**src/rtl/display_bcd_driver.sv**
```systemverilog
// Drives eight 7-segment digits from the CPU display word, either as raw hex
// nibbles or as unsigned decimal via a sequential shift-add-3 converter.
module display_bcd_driver #(
  parameter bit BLANK_LEADING  = 1'b1,
  parameter bit SEG_ACTIVE_LOW = 1'b1
) (
  input  logic        clk,
  input  logic        rst_n,
  input  logic [31:0] display,
  input  logic        dec_mode,
  output logic [6:0]  HEX0,
  output logic [6:0]  HEX1,
  output logic [6:0]  HEX2,
  output logic [6:0]  HEX3,
  output logic [6:0]  HEX4,
  output logic [6:0]  HEX5,
  output logic [6:0]  HEX6,
  output logic [6:0]  HEX7,
  output logic        busy,
  output logic        overflow
);

  localparam int unsigned DATA_W = 32;
  localparam int unsigned DIGITS = 10;
  localparam int unsigned SHOWN  = 8;
  localparam int unsigned BCD_W  = DIGITS * 4;
  localparam int unsigned SEG_W  = 7;
  localparam int unsigned CNT_W  = 6;
  localparam int unsigned WIDE_W = BCD_W + DATA_W;

  localparam logic [SEG_W-1:0] SEG_ZERO  = SEG_ACTIVE_LOW ? 7'h40 : 7'h3F;
  localparam logic [SEG_W-1:0] SEG_BLANK = SEG_ACTIVE_LOW ? 7'h7F : 7'h00;

  typedef enum logic [1:0] {
    IDLE  = 2'd0,
    SHIFT = 2'd1,
    LATCH = 2'd2
  } state_t;

  // Active-low glyph table; polarity is applied afterwards.
  function automatic logic [SEG_W-1:0] seg_low(input logic [3:0] d);
    logic [SEG_W-1:0] p;
    case (d)
      4'h0: p = 7'h40;
      4'h1: p = 7'h79;
      4'h2: p = 7'h24;
      4'h3: p = 7'h30;
      4'h4: p = 7'h19;
      4'h5: p = 7'h12;
      4'h6: p = 7'h02;
      4'h7: p = 7'h78;
      4'h8: p = 7'h00;
      4'h9: p = 7'h10;
      4'hA: p = 7'h08;
      4'hB: p = 7'h03;
      4'hC: p = 7'h46;
      4'hD: p = 7'h21;
      4'hE: p = 7'h06;
      default: p = 7'h0E;
    endcase
    return SEG_ACTIVE_LOW ? p : ~p;
  endfunction

  state_t                       state_q, state_d;
  logic [DATA_W-1:0]            last_value_q, last_value_d;
  logic                         last_mode_q, last_mode_d;
  logic [DATA_W-1:0]            shift_q, shift_d;
  logic [BCD_W-1:0]             bcd_q, bcd_d;
  logic [CNT_W-1:0]             bit_cnt_q, bit_cnt_d;
  logic [SHOWN-1:0][SEG_W-1:0]  hex_q, hex_d;
  logic                         busy_q, busy_d;
  logic                         ovf_q, ovf_d;

  logic [BCD_W-1:0]             bcd_adj;
  logic [WIDE_W-1:0]            shifted;
  int                           top_digit;

  // State and datapath registers.
  always_ff @(posedge clk or negedge rst_n) begin
    if (!rst_n) begin
      state_q      <= IDLE;
      last_value_q <= '0;
      last_mode_q  <= 1'b0;
      shift_q      <= '0;
      bcd_q        <= '0;
      bit_cnt_q    <= '0;
      hex_q        <= {SHOWN{SEG_ZERO}};
      busy_q       <= 1'b0;
      ovf_q        <= 1'b0;
    end else begin
      state_q      <= state_d;
      last_value_q <= last_value_d;
      last_mode_q  <= last_mode_d;
      shift_q      <= shift_d;
      bcd_q        <= bcd_d;
      bit_cnt_q    <= bit_cnt_d;
      hex_q        <= hex_d;
      busy_q       <= busy_d;
      ovf_q        <= ovf_d;
    end
  end

  // Next-state, conversion step and display latch.
  always_comb begin
    state_d      = state_q;
    last_value_d = last_value_q;
    last_mode_d  = last_mode_q;
    shift_d      = shift_q;
    bcd_d        = bcd_q;
    bit_cnt_d    = bit_cnt_q;
    hex_d        = hex_q;
    ovf_d        = ovf_q;
    bcd_adj      = bcd_q;
    shifted      = '0;
    top_digit    = 0;

    case (state_q)
      IDLE: begin
        if ((display != last_value_q) || (dec_mode != last_mode_q)) begin
          last_value_d = display;
          last_mode_d  = dec_mode;
          if (dec_mode) begin
            shift_d   = display;
            bcd_d     = '0;
            bit_cnt_d = '0;
            state_d   = SHIFT;
          end else begin
            state_d = LATCH;
          end
        end
      end

      SHIFT: begin
        for (int i = 0; i < int'(DIGITS); i++) begin
          if (bcd_adj[4*i +: 4] >= 4'd5) begin
            bcd_adj[4*i +: 4] = bcd_adj[4*i +: 4] + 4'd3;
          end
        end
        shifted   = {bcd_adj, shift_q} << 1;
        bcd_d     = shifted[WIDE_W-1:DATA_W];
        shift_d   = shifted[DATA_W-1:0];
        bit_cnt_d = bit_cnt_q + CNT_W'(1);
        if (bit_cnt_q == CNT_W'(DATA_W - 1)) begin
          state_d = LATCH;
        end
      end

      LATCH: begin
        if (last_mode_q) begin
          // Highest nonzero shown digit; everything above it may be blanked.
          for (int n = 0; n < int'(SHOWN); n++) begin
            if (bcd_q[4*n +: 4] != 4'd0) begin
              top_digit = n;
            end
          end
          for (int n = 0; n < int'(SHOWN); n++) begin
            if (BLANK_LEADING && (n > top_digit)) begin
              hex_d[n] = SEG_BLANK;
            end else begin
              hex_d[n] = seg_low(bcd_q[4*n +: 4]);
            end
          end
          ovf_d = |bcd_q[BCD_W-1:SHOWN*4];
        end else begin
          for (int n = 0; n < int'(SHOWN); n++) begin
            hex_d[n] = seg_low(last_value_q[4*n +: 4]);
          end
          ovf_d = 1'b0;
        end
        state_d = IDLE;
      end

      default: begin
        state_d = IDLE;
      end
    endcase

    busy_d = (state_d != IDLE);
  end

  assign HEX0     = hex_q[0];
  assign HEX1     = hex_q[1];
  assign HEX2     = hex_q[2];
  assign HEX3     = hex_q[3];
  assign HEX4     = hex_q[4];
  assign HEX5     = hex_q[5];
  assign HEX6     = hex_q[6];
  assign HEX7     = hex_q[7];
  assign busy     = busy_q;
  assign overflow = ovf_q;

endmodule

```
**config.mk**
```make
export PLATFORM = sky130hd
export DESIGN_NAME = display_bcd_driver
export DESIGN_NICKNAME = d
export VERILOG_FILES = /design/src/rtl/display_bcd_driver.sv
export SDC_FILE = /design/constraint.sdc
export NUM_CORES = 1
export LEC_CHECK = 0
export ABC_CLOCK_PERIOD_IN_PS = 2240
export BUFFER_PORTS_ARGS = -buffer_cell sky130_fd_sc_hd__buf_4
export CORE_MARGIN = 3
export CORE_UTILIZATION = 47
export DETAILED_ROUTE_END_ITERATION = 6
export PLACE_DENSITY = 0.74
export SYNTH_ARGS = -nofsm -noshare
export SYNTH_HDL_FRONTEND = slang
export SYNTH_SLANG_ARGS = --single-unit
```
**constraint.sdc**
```tcl
create_clock -name clk -period 2.24 [get_ports clk]
set_input_delay 0.112 -clock clk [delete_from_list [all_inputs] [get_ports clk]]
set_output_delay 0.112 -clock clk [all_outputs]
set_load 0.02 [all_outputs]
```
**After elaboration in Yosys (flattened, before gate mapping)**

Memory sizes are Yosys's and may differ from the RTL's.
Cells that the tools add are included.
W data, S select, Z words.

- Register bits after elaboration: 171
- Memory bits (read-only): 1792
- Input bits: 35
- Output and inout bits: 58
- Word-level logic and storage cells: 124
- Memories kept: 16

Memories:

| name | depth | width | rd ports | clocked after Yosys merged registers in | write ports | RTL line | text |
|---|---|---|---|---|---|---|---|
| (no name shown) | 16 | 7 | 1 | 0 | 0 | 43 | `case (d)` |
| (no name shown) | 16 | 7 | 1 | 0 | 0 | 43 |  |
| (no name shown) | 16 | 7 | 1 | 0 | 0 | 43 |  |
| (no name shown) | 16 | 7 | 1 | 0 | 0 | 43 |  |
| (no name shown) | 16 | 7 | 1 | 0 | 0 | 43 |  |
| (no name shown) | 16 | 7 | 1 | 0 | 0 | 43 |  |
| +10 memories | - | - | - | - | - | - |  |

- Add/sub/neg operators: 11
- Magnitude comparators: 18
- Eq/ne operators: 7
- Mux-type cells: 42
- Reduce and logical (&&, ||, !) cells: 14

Operators by type and width:

| cell | number |
|---|---|
| $mux W32 | 10 |
| $gt A4 B32 Y1 const A | 4 |
| $mux W40 | 2 |
| $pmux W40 S2 | 1 |
| $gt A3 B32 Y1 const A | 2 |
| $pmux W32 S2 | 1 |
| $mux W56 | 1 |
| $mux W7 | 8 |
| $ge A4 B3 Y1 const B | 10 |
| $add A4 B2 Y4 const B | 9 |
| $mux W4 | 9 |
| $gt A1 B32 Y1 const A | 1 |
| $gt A2 B32 Y1 const A | 1 |
| $ne A32 B32 Y1 | 1 |
| $reduce_bool A4 Y1 | 7 |
| $mux W6 | 2 |
| $pmux W6 S2 | 1 |
| $reduce_or A8 Y1 | 1 |
| $add A6 B1 Y6 const B | 1 |
| $eq A6 B5 Y1 const B | 1 |
| $mux W2 | 3 |
| $ne A2 B2 Y1 const B | 2 |
| $pmux W2 S2 | 1 |
| $reduce_bool A2 Y1 | 2 |
| 10 further kinds | 11 |

**Logic depth before layout (Yosys ltp)**

Gate-level depths: netlist of run 1.

- Word-level depth: 13
- Gate-level depth with buffers: 9
- Mapped depth without buffers: 8

**Worst setup path after synthesis of run 1**

No wires, ideal clock.

- Kind: flip-flop to flip-flop
- Start: register bcd_q[28]
- End: register hex_q, in the netlist HEX1[0]
- Library setup time: 0.083 ns
- Arrival: 2.248 ns
- Required time: 2.157 ns
- Path slack: -0.090 ns
- Cell stages (with the launch flop): 10
- Buffers on the path: 1
- Clock period less this slack: 2.330 ns
- Path through: dfrtp_1 > inv_1 > ha_1 > nor3b_2 > nand4_1 > or3_1 > buf_2 > a21oi_2 > o32ai_1 > o21ai_0

- Word-level cells in the longest chain between the ends: 7

Ends and longest elaborated chain:

| item | RTL line | text |
|---|---|---|
| from (decl) | 68 | `logic [BCD_W-1:0] bcd_q, bcd_d;` |
| from (signal assigned) | 85 | `bcd_q <= '0;` |
| from (signal assigned) | 95 | `bcd_q <= bcd_d;` |
| $reduce_bool A4 Y1 | 152 | `if (bcd_q[4*n +: 4] != 4'd0) begin` |
| $mux W32 | 152 |  |
| $mux W32 | 149 | `if (last_mode_q) begin` |
| $mux W32 | 117 | `case (state_q)` |
| $gt A2 B32 Y1 | 157 | `if (BLANK_LEADING && (n > top_digit)) begin` |
| $mux W7 | 157 |  |
| $mux W56 | 149 |  |
| to (signal assigned) | 87 | `hex_q <= {SHOWN{SEG_ZERO}};` |
| to (decl) | 70 | `logic [SHOWN-1:0][SEG_W-1:0] hex_q, hex_d;` |

Every way passes these cells. The select of a mux whose other input is x is not followed.
A chain may end at the register's enable or synchronous reset.

**Worst setup path in the final report of run 1**

- Start: register last_value_q[26]
- End: register shift_q[6]

- Word-level cells in the longest chain between the ends: 4

Ends and longest elaborated chain:

| item | RTL line | text |
|---|---|---|
| from (decl) | 65 | `logic [DATA_W-1:0] last_value_q, last_value_d;` |
| from (signal assigned) | 92 | `last_value_q <= last_value_d;` |
| $ne A32 B32 Y1 | 119 | `if ((display != last_value_q) \|\| (dec_mode != last_mode_q)) begin` |
| $logic_or A1 B1 Y1 | 119 |  |
| $ne A2 B2 Y1 (no source line) | - |  |
| $reduce_and A3 Y1 (no source line) | - |  |
| to (signal assigned) | 94 | `shift_q <= shift_d;` |
| to (decl) | 67 | `logic [DATA_W-1:0] shift_q, shift_d;` |

Every way passes these cells.

==> results.json, run 1 <==
{
  "cts-root-buf": "clkbuf_16",
  "cp-end-kind": "flip-flop",
  "ys_seq_elements": 171,
  "syn_to_final_growth_pct": 23.9,
  "drt_iter0_markers": 960,
  "htree_levels": 4,
  "worstPathRequired_ps": 2540,
  "clock_power_share_pct": 11.5,
  "nets": 1695,
  "p_switching_mw": 11.8,
  "worstPathArrival_ps": 2630,
  "die_h_um": 168,
  "timing.fmax_ghz": 0.430,
  "reg2reg_setup_slack_ps": -90,
  "synth_top_cell_by_area": "dfrtp_1",
  "crit_type": "reg -> reg",
  "violations": "setup timing",
  "relSlewSlack_pct": 48.0,
  "synth_area_um2": 12400,
  "clock-sinks": 171,
  "drc": 0,
  "drv_cap": 0,
  "regMostFlops": "bcd_q",
  "drtPass1Iterations": 5,
  "grt_overflow": 0,
  "gp_congestion": 0.918,
  "crit_path_start_kind": "flip-flop",
  "worst_pin_slew_ps": 771,
  "portBuffers": 92,
  "finalWorstSetupSlack_ps": -87.8,
  "status": "finished with violations",
  "design_area_um2": 15300,
  "dp.cells": 1823,
  "die_x_um": 168,
  "setup_viol": 72,
  "hold_ws_ps": 30.1,
  "p_leak_nw": 7.08,
  "max_stage_delay_ps": 400,
  "largest_register_ffs": 40,
  "syn_inst": 1394,
  "hold_viol_final": 0,
  "yosysSeqAreaShare_pct": 34.6,
  "dieArea_um2": 28300,
  "synth_ff_type": "dfrtp_1",
  "ios": 93,
  "internal_power_mw": 13.7,
  "dp_hpwl_um": 23900,
  "path_buf_inv": 3,
  "critPathTopFamily": "buffers and inverters",
  "vias": 10900,
  "yosys_warnings": 0,
  "synthArstFlopShare_pct": 100,
  "sequentialPowerShare_pct": 22.3,
  "period_needed_ps": 2330,
  "ant_nets": 0,
  "fin_cells": 1901,
  "cts_tree": "built",
  "synth-edff-count": 0,
  "top_regs": "bcd_q: 40 flops, last_value_q: 32 flops, shift_q: 32 flops",
  "initial_core_util_pct": 48.5,
  "cts_max_path_buffers": 2,
  "grt_max_degree": 100,
  "viasPerCell": 5.72,
  "grt_pass1_vias": 10100,
  "crit_chain": "xor2_1 > nor4_1 > buf_4 > nand4_1 > buf_6 > o311a_4 > buf_12 > mux2i_2 > a21oi_1",
  "timing.hold.worst.class": "in -> reg",
  "clk_pin_slew_worst_paths_ps": 70,
  "critPathMaxFanout": 18,
  "clock_skew_ps": 12.5,
  "cellPowerDensity_nw_per_um2": 1660,
  "n_antenna_cell": 0,
  "rsz0062_at_grt": "true",
  "post_drt_wl_per_cell_um": 17.8,
  "synth_area_leaders": "dfrtp_1 (33%), ha_1 (10%), o21ai_0 (5.5%), mux2i_1 (5.1%), nand2_1 (5.0%)",
  "cp_slowest_cell": "dfrtp_1",
  "placed_area_um2": 14000,
  "cts_buffers": 17,
  "yosysTopAreaCellShare_pct": 32.9,
  "yosys.cell_types.count": 62,
  "netSwitchingFraction_pct": 46.2,
  "grt.total_usage_pct": 23.2,
  "grt_pass1_wl_um": 53500,
  "routed_wirelength_um": 33900,
  "clock_latency_ps": 430,
  "antenna_found_initial": 2,
  "preCtsSetupSlack_ps": -220,
  "syn_area_per_cell_um2": 8.88,
  "drv_slew": 0,
  "placeableCoreArea_um2": 25500,
  "synth_nets": 1531,
  "comb_power_share_pct": 66.3,
  "rows": 58,
  "layout-drive-gt1-share_pct": 23.6,
  "finalCritPeriodShare_pct": 104,
  "peakVddDrop_mv": 0.863
}
-- worst reg2reg max path, delay by kind of cell (launching register included) --
kind                      cells  cell delay (ps)
AOI/OAI and AO/OA             2              460
xor gates and xnor gates      1              160
buffers and inverters         3              540
muxes                         1              200
and+or+nand+nor               2              430
DFF                           1              400
-- power groups by stage --
| stage | clock network [mW] | registers, mW | logic (mW) |
|---|---|---|---|
| after floorplan | 0 | 6.28 | 10.3 |
| after global placement | 0 | 5.63 | 15.4 |
| after detailed placement | 0 | 5.67 | 15.8 |
| after CTS | 2.96 | 5.64 | 16.1 |
| after global routing | 3.09 | 5.85 | 18.6 |
| final | 2.93 | 5.68 | 16.9 |
-- cells by family after synthesis --
logic type / synth area share [%]
compound gates: 21.4
simple gates: 14.3
flops: 34.6
buf+inv: 5.83
mux: 10.3
fa+ha+maj: 10.3
xor+xnor: 3.18
-- cells in the final DEF, fill, tap and decap left out, drive strengths merged, types with 13 or more instances in the layout --
cell,synthesis,layout
buf,28,213
nand2,167,168
dfrtp,163,163
o21ai,141,141
a21oi,110,110
nor2,105,105
ha,102,102
mux2i,63,63
inv,59,61
mux2,43,43
xor2,34,34
dlygate4sd3,0,34
o22ai,31,31
nand2b,24,24
clkbuf,77,22
nand3,18,18
a211oi,17,17
nor2b,13,13
a21o,13,13
-- synthesized netlist by cell type (all sizes together) (17+ instances only) --
| library cell | number |
|---|---|
| dfrtp | 163 |
| clkbuf | 77 |
| o21ai | 141 |
| nor2 | 105 |
| buf | 28 |
| xor2 | 34 |
| mux2i | 63 |
| nand3 | 18 |
| ha | 102 |
| nand2 | 167 |
| mux2 | 43 |
| a21oi | 110 |
| o22ai | 31 |
| a211oi | 17 |
| inv | 59 |
| nand2b | 24 |
-- worst paths after layout --
kind                            cells after the start                       to                    startpoint
worst max register to register                      9   shift_q[6]$_DFFE_PN0P_  last_value_q[26]$_DFFE_PN0P_
min in group asynchronous                           2   shift_q[9]$_DFFE_PN0P_                         rst_n
max in group asynchronous                           3      HEX7[6]$_DFFE_PN1N_                         rst_n
worst max-delay path                                9   shift_q[6]$_DFFE_PN0P_  last_value_q[26]$_DFFE_PN0P_
worst min register to register                      2      HEX2[6]$_DFFE_PN1N_           HEX2[6]$_DFFE_PN1N_
worst min-delay path                                3  shift_q[24]$_DFFE_PN0P_                   display[24]
-- layout make-up --
class                   instances  area, µm²
inverters                      59        221
clock inverters                12        114
clock buffers                  20        457
fillers                      2135      10200
repair buffers                249       2150
flip-flops and latches        171       4290
multi-input cells            1060       7690
well taps                     330        413
-- metrics by stage --
stage                     util (%)  TNS, ps  total power [mW]
after floorplan                  -    -7.96              16.6
after global placement        54.9    -7360              21.1
after detailed placement      54.9   -14700              21.5
after CTS                     58.8     -244              24.7
after global routing          60.0    -7520              27.6
final                         60.0    -3160              25.5
-- metal layers --
layer  part of all wire [%]  global-route usage (%)  up-vias
met5                  0.071                       0        -
met4                    1.9                    5.87        4
met3                    4.7                    2.89       46
met2                     48                    37.4      271
met1                     46                    33.2     5289
li1                       -                       -     5268
-- repair_timing --
| item | CTS | global route |
|---|---|---|
| hold endpoints to repair | 86 | 0 |
| hold buffers | 34 | 0 |
| endpoints found under the setup margin | 111 | 95 |
| pin swaps | 7 | 17 |
| buffers inserted | 3 | 6 |
| cloned | 1 | 3 |
| gates resized for setup | 6 | 71 |
(Power assumes the default switching activity.)
==> inputs of run 2 (changes only) <==
--- a/config.mk
+++ b/config.mk
@@ -11,6 +11,7 @@
 export CORE_UTILIZATION = 47
 export DETAILED_ROUTE_END_ITERATION = 6
 export PLACE_DENSITY = 0.74
+export REMOVE_ABC_BUFFERS = 1
 export SYNTH_ARGS = -nofsm -noshare
 export SYNTH_HDL_FRONTEND = slang
 export SYNTH_SLANG_ARGS = --single-unit
==> results.json, run 2 (synthesis results as in run 1) <==
{
  "dp_hpwl_um": 23200,
  "placeableCoreArea_um2": 25500,
  "timing.hold.worst.class": "in -> async",
  "final_common_cell": "buf_4",
  "htree_levels": 4,
  "n_antenna_cell": 0,
  "fin_cells": 1899,
  "final_util_pct": 60.3,
  "peakVddDrop_mv": 0.833,
  "drc": 0,
  "rows": 58,
  "ant_nets": 0,
  "status": "finished with violations",
  "violations": "setup timing",
  "cts_buffers": 17,
  "drtPass1Iterations": 6,
  "total_power_mw": 25.6,
  "crit_path_start_kind": "flip-flop",
  "finalSetupTns_ps": -4020,
  "cpMostUsedCell": "buf_6",
  "p_leak_nw": 7.08,
  "crit_chain": "xor2_1 > nor4_2 > buf_4 > nand4_1 > buf_6 > o31ai_4 > buf_6 > clkbuf_16 > mux2_4",
  "reg2reg_setup_slack_ps": -130,
  "layout-drive-gt1-share_pct": 23.8,
  "regMostFlops": "bcd_q",
  "finalCritPeriodShare_pct": 106,
  "grt_max_degree": 100,
  "post_drt_wl_per_cell_um": 18.0,
  "setup_viol": 77,
  "top_regs": "bcd_q: 40 flops, last_value_q: 32 flops, shift_q: 32 flops",
  "design_area_um2": 15400,
  "path_buf_inv": 4,
  "grt_pass1_vias": 10500,
  "max_stage_delay_ps": 390,
  "grt.total_usage_pct": 23.0,
  "worstReg2RegStart": "last_value_q[1]$_DFFE_PN0P_",
  "grt_pass1_wl_um": 53400,
  "cts_max_path_buffers": 2,
  "gp_congestion": 0.871,
  "drt_iter0_markers": 946,
  "worst_pin_slew_ps": 576,
  "period_needed_ps": 2370,
  "routed_wirelength_um": 34200,
  "viasPerCell": 5.79,
  "die_h_um": 168,
  "ios": 93,
  "dp.cells": 1819,
  "timing.fmax_ghz": 0.421,
  "layout_common_cells": "buf_4 (193), nand2_1 (165), dfrtp_1 (162), o21ai_0 (126), a21oi_1 (107)",
  "finalWorstSetupSlack_ps": -134,
  "relSlewSlack_pct": 61.6,
  "dieArea_um2": 28300,
  "cts_tree": "built",
  "portBuffers": 92,
  "clock-sinks": 171,
  "worstPathArrival_ps": 2700,
  "crit_type": "reg -> reg",
  "clock_skew_ps": 11.8,
  "initial_core_util_pct": 48.5,
  "r2r_cells": 9,
  "die_x_um": 168,
  "clk_pin_slew_worst_paths_ps": 70,
  "rsz0062_at_grt": "true",
  "drv_slew": 0,
  "clock_latency_ps": 440,
  "vias": 11000,
  "cp-end-kind": "flip-flop",
  "nets": 1693,
  "cts-root-buf": "clkbuf_16",
  "critPathTopFamily": "buffers and inverters",
  "cp_slowest_cell": "dfrtp_1",
  "worstPathRequired_ps": 2570,
  "antenna_found_initial": 0,
  "regToRegEndpoint": "last_value_q[1]$_DFFE_PN0P_",
  "path_depth": 9,
  "critPathMaxFanout": 7,
  "largest_register_ffs": 40,
  "cellPowerDensity_nw_per_um2": 1660,
  "syn_to_final_growth_pct": 24.3,
  "drv_cap": 0,
  "hold_viol_final": 0,
  "placed_area_um2": 13900,
  "grt_overflow": 0
}
==> run 2: changes by cell type in the layout (fill, tap and decap cells not counted), moves of 3 or more <==
cell	previous run	this run
o21ai_0	122	126
o21ai_1	16	13
o22ai_2	20	23
mux2_2	10	16
clkbuf_16	19	22
buf_4	196	193
mux2_4	33	26
o22ai_1	11	8
==> run 2: worst reg2reg max path: cells and delay by family (launching register included) <==
kind / cells / cell delay, ps
buf+inv: 4 / 710
simple gates: 2 / 430
flops: 1 / 390
mux: 1 / 320
compound gates: 1 / 250
xor+xnor: 1 / 160
==> run 2: stage by stage <==
step                      hold slack (ps)  setup slack (ps)
after CTS                             206             -60.8
after floorplan                      -184             -2740
after detailed placement              107              -182
after global placement                103             -89.5
after global routing                  221              -181
final                                 204              -134
==> run 2: layer usage <==
| metal | track usage [%] | vias up | share of wire [%] |
|---|---|---|---|
| met2 | 39.4 | 364 | 49 |
| met4 | 7.19 | 0 | 2.7 |
| met5 | 0 | - | 0 |
| met1 | 29.8 | 5285 | 43 |
| met3 | 3.76 | 84 | 5.2 |
| li1 | - | 5264 | - |
==> run 2: repair_timing <==
| item | CTS | global route |
|---|---|---|
| gates cloned | 0 | 6 |
| buffers inserted | 2 | 7 |
| resized for setup | 13 | 71 |
| pin swaps | 6 | 21 |
| endpoints found under the hold margin | 83 | 0 |
| hold buffers | 34 | 0 |
| setup endpoints to repair | 101 | 100 |
==> run 2: final cells by class <==
type                       instances  area, µm²
fill                            2053      10100
timing repair buffer             248       2180
inverter                          59        221
clock inverter                    13        166
multi-input combinational       1059       7680
sequential                       171       4290
tap                              330        413
clock buffer                      19        443
==> run 2: how the worst max path moves through the flow <==
stage,start,to,slack [ps]
after floorplan,last_mode_q$_DFFE_PN0P_,shift_q[10]$_DFFE_PN0P_,-2740
after global placement,last_value_q[29]$_DFFE_PN0P_,bit_cnt_q[5]$_DFFE_PN0P_,-90
after detailed placement,last_value_q[7]$_DFFE_PN0P_,bit_cnt_q[2]$_DFFE_PN0P_,-180
after CTS,last_value_q[7]$_DFFE_PN0P_,shift_q[13]$_DFFE_PN0P_,-60
after global routing,last_value_q[1]$_DFFE_PN0P_,last_value_q[1]$_DFFE_PN0P_,-180
final,last_value_q[1]$_DFFE_PN0P_,last_value_q[1]$_DFFE_PN0P_,-130
==> run 2: report_power, final <==
part           internal [mW]  leakage [nW]  switching, mW
clock network           1.79         0.290           1.35
registers               4.64          2.08           1.07
logic                   7.47          4.71           9.28
total                   13.9          7.08           11.7
==> inputs of run 3 (changes only) <==
--- a/config.mk
+++ b/config.mk
@@ -7,8 +7,10 @@
 export LEC_CHECK = 0
 export ABC_CLOCK_PERIOD_IN_PS = 2240
 export BUFFER_PORTS_ARGS = -buffer_cell sky130_fd_sc_hd__buf_4
+export CAP_MARGIN = 0
 export CORE_MARGIN = 3
 export CORE_UTILIZATION = 47
+export CTS_BUF_LIST = sky130_fd_sc_hd__clkbuf_4 sky130_fd_sc_hd__clkbuf_8
 export DETAILED_ROUTE_END_ITERATION = 6
 export PLACE_DENSITY = 0.74
 export REMOVE_ABC_BUFFERS = 1
==> results.json, run 3 (synthesis results as in run 1) <==
{
  "status": "finished with violations",
  "violations": "setup timing",
  "grt_max_degree": 100,
  "preCtsSetupSlack_ps": -182,
  "portBuffers": 92,
  "crit_path_start_kind": "flip-flop",
  "clock_latency_ps": 480,
  "clk_pin_slew_worst_paths_ps": 100,
  "hold_ws_ps": 150,
  "gp_congestion": 0.871,
  "crit_chain": "xor2_1 > nor4_1 > nand4_1 > buf_6 > o31ai_4 > buf_6 > clkbuf_16 > mux2_4",
  "hold_viol_final": 0,
  "cts_tree": "built",
  "path_buf_inv": 3,
  "critPathTopFamily": "simple AND/OR/NAND/NOR gates",
  "cp_slowest_cell": "nor4_1",
  "finalCritPeriodShare_pct": 108,
  "worst_pin_slew_ps": 580,
  "clock_skew_ps": 13.8,
  "regMostFlops": "bcd_q",
  "ios": 93,
  "drv_slew": 0,
  "grt.total_usage_pct": 22.6,
  "drv_cap": 0,
  "layout_common_cells": "buf_4 (193), nand2_1 (165), dfrtp_1 (162), o21ai_0 (128), a21oi_1 (107)",
  "n_antenna_cell": 0,
  "worstPathRequired_ps": 2610,
  "worstPathArrival_ps": 2790,
  "setup_viol": 81,
  "top_regs": "bcd_q: 40 flops, last_value_q: 32 flops, shift_q: 32 flops",
  "final_common_cell": "buf_4",
  "max_stage_delay_ps": 460,
  "relSlewSlack_pct": 61.3,
  "crit_type": "reg -> reg",
  "largest_register_ffs": 40,
  "dp_hpwl_um": 23200,
  "die_h_um": 168,
  "dp.cells": 1819,
  "cp-end-kind": "flip-flop",
  "n_fill_cell": 2131,
  "fin_cells": 1896,
  "period_needed_ps": 2410,
  "layout-drive-gt1-share_pct": 23.2,
  "syn_to_final_growth_pct": 21.7,
  "drc": 0,
  "antenna_found_initial": 0,
  "clock-sinks": 171,
  "cts-root-buf": "clkbuf_8",
  "viasPerCell": 5.73,
  "cpMostUsedCell": "buf_6",
  "grt_pass1_wl_um": 52800,
  "critPathMaxFanout": 7,
  "timing.hold.worst.class": "in -> async",
  "drt_iter0_markers": 893,
  "drtPass1Iterations": 5,
  "grt_pass1_vias": 10500,
  "vias": 10900,
  "rsz0062_at_grt": "true",
  "grt_overflow": 0,
  "htree_levels": 4,
  "timing.fmax_ghz": 0.414,
  "placeableCoreArea_um2": 25500,
  "finalWorstSetupSlack_ps": -175,
  "cts_max_path_buffers": 2,
  "initial_core_util_pct": 48.5,
  "dieArea_um2": 28300,
  "routed_wirelength_um": 33200,
  "cts_buffers": 17,
  "ant_nets": 0,
  "post_drt_wl_per_cell_um": 17.5,
  "peakVddDrop_mv": 0.714,
  "nets": 1690,
  "cellPowerDensity_nw_per_um2": 1630,
  "p_leak_nw": 6.92,
  "rows": 58,
  "finalSetupTns_ps": -8580,
  "die_x_um": 168
}
-- run 3: cell type report --
cell class / instances / area (µm²) / share of cell area (%)
Inverter: 59 / 221 / 1.47
Clock inverter: 13 / 166 / 1.10
Sequential cell: 171 / 4290 / 28.5
Clock buffer: 19 / 255 / 1.69
Tap cell: 330 / 413 / 2.74
Multi-Input combinational cell: 1059 / 7620 / 50.6
Timing Repair Buffer: 245 / 2110 / 14.0
-- run 3: where the power goes --
| part | internal (mW) | switching [mW] | total [mW] |
|---|---|---|---|
| logic | 7.34 | 9.14 | 16.5 |
| registers | 4.63 | 1.07 | 5.70 |
| clock network | 1.15 | 1.25 | 2.41 |
| total | 13.1 | 11.5 | 24.6 |
-- run 3: path summary, 6_finish.rpt --
path	slack, ps	start	to	cells after the start
worst max register to register	-170	last_value_q[0]$_DFFE_PN0P_	last_value_q[1]$_DFFE_PN0P_	8
worst max-delay path	-170	last_value_q[0]$_DFFE_PN0P_	last_value_q[1]$_DFFE_PN0P_	8
min in group clk	450	display[1]	last_value_q[1]$_DFFE_PN0P_	3
max in group asynchronous	1300	rst_n	shift_q[3]$_DFFE_PN0P_	3
worst min register to register	480	HEX1[6]$_DFFE_PN1N_	HEX1[6]$_DFFE_PN1N_	2
worst min-delay path	150	rst_n	bcd_q[15]$_DFFE_PN0P_	2
-- run 3: per-layer routing --
layer	track usage (%)	share of wire, %	up-vias
met3	3.29	4.7	55
li1	-	-	5237
met5	0	0	-
met2	38.6	49	303
met1	29.8	44	5261
met4	6.76	2.0	0
-- run 3: worst register-to-register path: cells and delay by family (launching register included) --
kind                      cells  cell delay, ps
and+or+nand+nor               2             640
buffers and inverters         3             560
DFF                           1             390
muxes                         1             310
AOI/OAI and AO/OA             1             220
xor gates and xnor gates      1             190
-- run 3: per-stage QoR --
stage | cell area [µm²] | util [%] | power (mW)
after floorplan | 11900 | - | 15.8
after global placement | 13900 | 54.6 | 20.7
after detailed placement | 13900 | 54.6 | 21.2
after CTS | 14800 | 57.8 | 23.8
after global routing | 15100 | 59.0 | 26.6
final | 15100 | 59.0 | 24.6
-- run 3: what timing repair did --
item	CTS	global route
gates cloned	0	3
hold endpoints to repair	120	0
resized for setup	11	59
hold buffers	34	0
endpoints found under the setup margin	105	100
pin swaps	5	13
buffers inserted	2	6
